$ cat src/rtl/apb_arbiter.sv
// Two-requester APB arbiter (SPI bridge = m0, crypto engine = m1) onto one shared APB port.
// Define APB_ARB_TIMEOUT_EN to add a forced error response when a slave stalls in ACCESS.
module apb_arbiter #(
  parameter int ADDR_W         = 20,
  parameter int DATA_W         = 16,
  parameter int TIMEOUT_CYCLES = 255
) (
  input  logic              clk,
  input  logic              reset_n,
  input  logic [1:0]        m0_psel,
  input  logic              m0_penable,
  input  logic              m0_pwrite,
  input  logic [1:0]        m0_pstrb,
  input  logic [ADDR_W-1:0] m0_paddr,
  input  logic [DATA_W-1:0] m0_pwdata,
  output logic              m0_pready,
  output logic              m0_pslverr,
  output logic [DATA_W-1:0] m0_prdata,
  input  logic [1:0]        m1_psel,
  input  logic              m1_penable,
  input  logic              m1_pwrite,
  input  logic [1:0]        m1_pstrb,
  input  logic [ADDR_W-1:0] m1_paddr,
  input  logic [DATA_W-1:0] m1_pwdata,
  output logic              m1_pready,
  output logic              m1_pslverr,
  output logic [DATA_W-1:0] m1_prdata,
  output logic [1:0]        psel_o,
  output logic              penable_o,
  output logic              pwrite_o,
  output logic [1:0]        pstrb_o,
  output logic [ADDR_W-1:0] paddr_o,
  output logic [DATA_W-1:0] pwdata_o,
  input  logic              pready_i,
  input  logic              pslverr_i,
  input  logic [DATA_W-1:0] prdata_i,
  output logic [1:0]        grant_o
);

  typedef enum logic [1:0] {S_IDLE, S_SETUP, S_ACCESS} state_t;

  state_t              r_state;
  state_t              w_state_next;
  logic                r_last;
  logic                r_winner;
  logic [1:0]          r_psel;
  logic                r_penable;
  logic                r_pwrite;
  logic [1:0]          r_pstrb;
  logic [ADDR_W-1:0]   r_paddr;
  logic [DATA_W-1:0]   r_pwdata;
  logic [1:0]          r_grant;

  logic                w_req0;
  logic                w_req1;
  logic                w_win_idx;
  logic                w_timeout;
  logic                w_done;
  logic                w_pready;
  logic                w_pslverr;
  logic [DATA_W-1:0]   w_prdata;

  assign w_req0 = (|m0_psel) & ~m0_penable;
  assign w_req1 = (|m1_psel) & ~m1_penable;
  // On a tie the requester that was not served last wins.
  assign w_win_idx = (w_req0 & w_req1) ? ~r_last : w_req1;
  assign w_done    = (r_state == S_ACCESS) & (pready_i | w_timeout);

`ifdef APB_ARB_TIMEOUT_EN
  logic [7:0] r_timeout_cnt;

  assign w_timeout = (r_state == S_ACCESS) & ~pready_i & (r_timeout_cnt == 8'(TIMEOUT_CYCLES));

  always_ff @(posedge clk or negedge reset_n) begin
    if (!reset_n) begin
      r_timeout_cnt <= 8'd0;
    end else if (r_state == S_SETUP) begin
      r_timeout_cnt <= 8'd0;
    end else if ((r_state == S_ACCESS) && !pready_i && !w_timeout) begin
      r_timeout_cnt <= r_timeout_cnt + 8'd1;
    end
  end
`else
  logic w_unused_timeout_cfg;
  assign w_unused_timeout_cfg = ^TIMEOUT_CYCLES;
  assign w_timeout = 1'b0;
`endif

  always_comb begin
    w_state_next = r_state;
    case (r_state)
      S_IDLE:   if (w_req0 | w_req1) w_state_next = S_SETUP;
      S_SETUP:  w_state_next = S_ACCESS;
      S_ACCESS: if (w_done) w_state_next = S_IDLE;
      default:  w_state_next = S_IDLE;
    endcase
  end

  always_ff @(posedge clk or negedge reset_n) begin
    if (!reset_n) begin
      r_state   <= S_IDLE;
      r_last    <= 1'b1;
      r_winner  <= 1'b0;
      r_psel    <= 2'b00;
      r_penable <= 1'b0;
      r_pwrite  <= 1'b0;
      r_pstrb   <= 2'b00;
      r_paddr   <= '0;
      r_pwdata  <= '0;
      r_grant   <= 2'b00;
    end else begin
      r_state <= w_state_next;
      if ((r_state == S_IDLE) && (w_state_next == S_SETUP)) begin
        r_winner  <= w_win_idx;
        r_psel    <= w_win_idx ? m1_psel   : m0_psel;
        r_pwrite  <= w_win_idx ? m1_pwrite : m0_pwrite;
        r_pstrb   <= w_win_idx ? m1_pstrb  : m0_pstrb;
        r_paddr   <= w_win_idx ? m1_paddr  : m0_paddr;
        r_pwdata  <= w_win_idx ? m1_pwdata : m0_pwdata;
        r_grant   <= w_win_idx ? 2'b10 : 2'b01;
        r_penable <= 1'b0;
      end else if (r_state == S_SETUP) begin
        r_penable <= 1'b1;
      end else if (w_done) begin
        r_psel    <= 2'b00;
        r_penable <= 1'b0;
        r_grant   <= 2'b00;
        r_last    <= r_winner;
      end
    end
  end

  // Response path is combinational so the owner sees pready in the same cycle as the slave.
  assign w_pready  = pready_i | w_timeout;
  assign w_pslverr = (pslverr_i & pready_i) | w_timeout;
  assign w_prdata  = w_timeout ? DATA_W'(16'h4552) : prdata_i;

  always_comb begin
    m0_pready  = 1'b0;
    m0_pslverr = 1'b0;
    m0_prdata  = '0;
    m1_pready  = 1'b0;
    m1_pslverr = 1'b0;
    m1_prdata  = '0;
    // A requester that dropped psel mid-transfer no longer receives the response.
    if (r_state == S_ACCESS) begin
      if (!r_winner && (|m0_psel)) begin
        m0_pready  = w_pready;
        m0_pslverr = w_pslverr;
        m0_prdata  = w_prdata;
      end else if (r_winner && (|m1_psel)) begin
        m1_pready  = w_pready;
        m1_pslverr = w_pslverr;
        m1_prdata  = w_prdata;
      end
    end
  end

  assign psel_o    = r_psel;
  assign penable_o = r_penable;
  assign pwrite_o  = r_pwrite;
  assign pstrb_o   = r_pstrb;
  assign paddr_o   = r_paddr;
  assign pwdata_o  = r_pwdata;
  assign grant_o   = r_grant;

endmodule
$ cat config.mk
export PLATFORM = sky130hd
export DESIGN_NAME = apb_arbiter
export DESIGN_NICKNAME = d
export VERILOG_FILES = /design/src/rtl/apb_arbiter.sv
export SDC_FILE = /design/constraint.sdc
export NUM_CORES = 1
export LEC_CHECK = 0
export ABC_AREA = 0
export CAP_MARGIN = 20
export CORE_MARGIN = 10
export CORE_UTILIZATION = 36
export CTS_CLUSTER_DIAMETER = 80
export DETAILED_ROUTE_END_ITERATION = 8
export PLACE_DENSITY = 0.81
export SETUP_SLACK_MARGIN = 0.05
export SLEW_MARGIN = 25
export SYNTH_ARGS = -nofsm -noshare
export SYNTH_HDL_FRONTEND = slang
export SYNTH_SLANG_ARGS = --single-unit
$ cat constraint.sdc
create_clock -name clk -period 2.03 [get_ports clk]
set_input_delay 0.203 -clock clk [delete_from_list [all_inputs] [get_ports clk]]
set_output_delay 0.203 -clock clk [all_outputs]
set_load 0.005 [all_outputs]
==> impl_metrics.json <==
{
  "num_vias": 3158,
  "layoutNonFillerInstCount": 574,
  "die_area_sq_um": 11400,
  "most-common-layout-cells": "clkdlybuf4s50_1, dfrtp_1, inv_1",
  "clock-sinks": 48,
  "setup_ws_ns": 0.111,
  "setup_violations": 0,
  "synth_cell_types": 28,
  "maxSlewHeadroom_pct": 60.2,
  "die-width_um": 107,
  "critical_path_required_ns": 1.83,
  "ys_ff_latch": 48,
  "drt_first_pass_iters": 4,
  "crit_type": "reg2out",
  "cts_buffer_depth": 2,
  "chipHeight_um": 107,
  "final-max-slew-violation-count": 0,
  "io_pins": 184,
  "finalClockSkew_ns": 0.00285,
  "synth_cells": 269,
  "drive_gt1_share_pct": 14.1,
  "worst_pin_slew_ns": 0.598,
  "syn2layout_area_growth_pct": 84.2,
  "ir_drop_mv": 0.508,
  "design_area_sq_um": 4990,
  "antenna_found_initial": 1,
  "place_hpwl_mm": 8.68,
  "yosysWarnings": 0,
  "track_usage_pct": 19.1,
  "grt_max_degree": 35,
  "p_leak_nw": 2.49,
  "power.density_cell_area_nw_per_um2": 1110,
  "outcome": "complete, no violations",
  "clkTransAtPathRegs_ns": 0.09,
  "clock_latency_ns": 0.29,
  "dpl_cell_area_sq_um": 4690,
  "vias_per_cell": 5.50,
  "synth_area_per_cell_sq_um": 10.1,
  "synth-seq-area-share_pct": 44.3,
  "worstPathMaxFanout": 17,
  "maxCapViolations": 0,
  "fin_crit_ns": 1.92,
  "antenna_left": 0,
  "place.gp.congestion": 0.766,
  "rsz0062_at_grt": "false",
  "drt_iter0_drc": 162,
  "finalHoldViolations": 0,
  "endpoint_kind": "output pin",
  "drt_wl_total_mm": 11.8,
  "critPathArrivalTime_ns": 1.72,
  "grt_pass1_wl_mm": 17.7,
  "cts_tree": "yes",
  "cts-root-buf": "clkbuf_8",
  "syn_nets": 373,
  "min_path_type": "in2reg",
  "final_common_cell": "clkdlybuf4s50_1",
  "grt_overflow_total": 0,
  "final_nets": 577,
  "grt_pass1_vias": 3267,
  "filler_cell_count": 594,
  "num_rows": 31,
  "power.total_mw": 5.54,
  "cts_buffers": 5,
  "syn_area_sq_um": 2710,
  "period_share_pct": 94.6,
  "dp_slack_ns": -0.0848,
  "cts.htree.levels": 2,
  "cp-start-kind": "register",
  "start_util_pct": 37.2,
  "placed_cells": 541,
  "fp.coreArea_sq_um": 7290,
  "timing.fmax_mhz": 521,
  "io_buffers": 183,
  "wire_per_inst_um": 20.6,
  "drc": 0
}
## power breakdown
| group | leakage, nW | switching, mW | internal, mW |
|---|---|---|---|
| logic | 1.85 | 1.33 | 1.89 |
| clock network | 0.0510 | 0.312 | 0.272 |
| registers | 0.592 | 0.320 | 1.42 |
| total | 2.49 | 1.96 | 3.58 |
## registers in the layout (all words and copies together) (netlist names)
| register | cells |
|---|---|
| psel_o | 2 |
| pwdata_o | 16 |
| r_winner | 1 |
| penable_o | 1 |
| grant_o | 2 |
| r_state | 2 |
| paddr_o | 20 |
| pstrb_o | 2 |
| r_last | 1 |
| pwrite_o | 1 |
## critical path, cell delays in order, from the launching register on
cell and delay [ns]:
dfrtp_1 0.40, inv_1 0.09, nor2_2 0.14, buf_4 0.13
clkbuf_4 0.22, and3_1 0.18, dlygate4sd2_1 0.26
## final timing paths
kind	startpoint	end	slack, ns	cells past startpoint
worst max-delay path	r_state[1]$_DFF_PN0_	m1_prdata[6]	0.11	6
worst min-delay path	m0_psel[1]	psel_o[1]$_DFFE_PN0P_	0.40	2
worst max register to register	r_state[1]$_DFF_PN0_	paddr_o[11]$_DFFE_PN0P_	0.16	5
worst min register to register	penable_o$_DFFE_PN0P_	penable_o$_DFFE_PN0P_	0.51	2
max in group asynchronous	reset_n	paddr_o[19]$_DFFE_PN0P_	0.86	3
min in group asynchronous	reset_n	pwdata_o[2]$_DFFE_PN0P_	0.44	2
## kinds of logic (layout without fill, tap and decap cells)
group	after synthesis	in the layout	share of synthesized area, %
muxes	1	1	0.369
buffers and inverters	78	283	12.6
and+or+nand+nor	47	47	10.5
DFF	48	48	44.3
AOI/OAI and AO/OA	95	95	32.2
other	0	1	0
## through the flow
step	util [%]	hold slack (ns)	TNS [ns]
3_3_place_gp	64.3	0.242	-0.0879
4_1_cts	67.3	0.386	0
2_1_floorplan	-	-0.0926	0
5_1_grt	68.5	0.431	0
3_5_place_dp	64.3	0.249	-0.206
6_report	68.5	0.401	0
## cell usage after synthesis
cell,instances,area share [%]
a2111oi_0,41,13
a211oi_2,1,0.46
a21o_1,1,0.28
a21oi_1,3,0.55
a221o_1,41,15
a31o_2,1,0.32
and2_1,2,0.46
and3_1,33,7.6
and4_1,1,0.32
buf_2,4,0.74
buf_6,6,2.5
clkbuf_1,21,2.9
dfrtp_1,47,43
dfstp_2,1,0.97
inv_1,47,6.5
mux2i_1,1,0.37
nand2_1,1,0.14
nand2b_1,1,0.23
nand3b_1,1,0.28
nor2_1,5,0.69
nor3_1,1,0.18
nor4b_1,1,0.32
o21ai_0,1,0.18
o21ba_2,2,0.74
o21bai_1,2,0.55
o311a_1,1,0.37
o32ai_1,1,0.32
or2_1,1,0.23
## routing by layer
layer / track usage (%) / up-vias / routed length, um / share of wire, %
met1: 19.7 / 1521 / 4500 / 38
met3: 8.74 / 23 / 1230 / 10
met4: 5.42 / 0 / 276 / 2.3
li1: - / 1461 / - / -
met2: 34.1 / 153 / 5830 / 49
met5: 0 / - / 0 / 0
## cell type report
class / count / area (sq um) / area share, %
repair buffers: 228 / 2190 / 43.8
diodes: 1 / 2.50 / 0.0501
multi-input cells: 143 / 1210 / 24.2
well taps: 99 / 124 / 2.48
inverters: 47 / 176 / 3.53
clock buffers: 6 / 82.6 / 1.65
flip-flops and latches: 48 / 1200 / 24.1
clock inverters: 2 / 10.0 / 0.200
## repair_timing
action                     in CTS  in global routing
hold endpoints to repair       24                  0
setup buffers                  11                  7
setup endpoints to repair      35                 10
resized for setup              51                 11
pin swaps                       2                  2
cloned                          4                  1
hold buffers                    1                  0
Power figures use the tool's default switching activity.
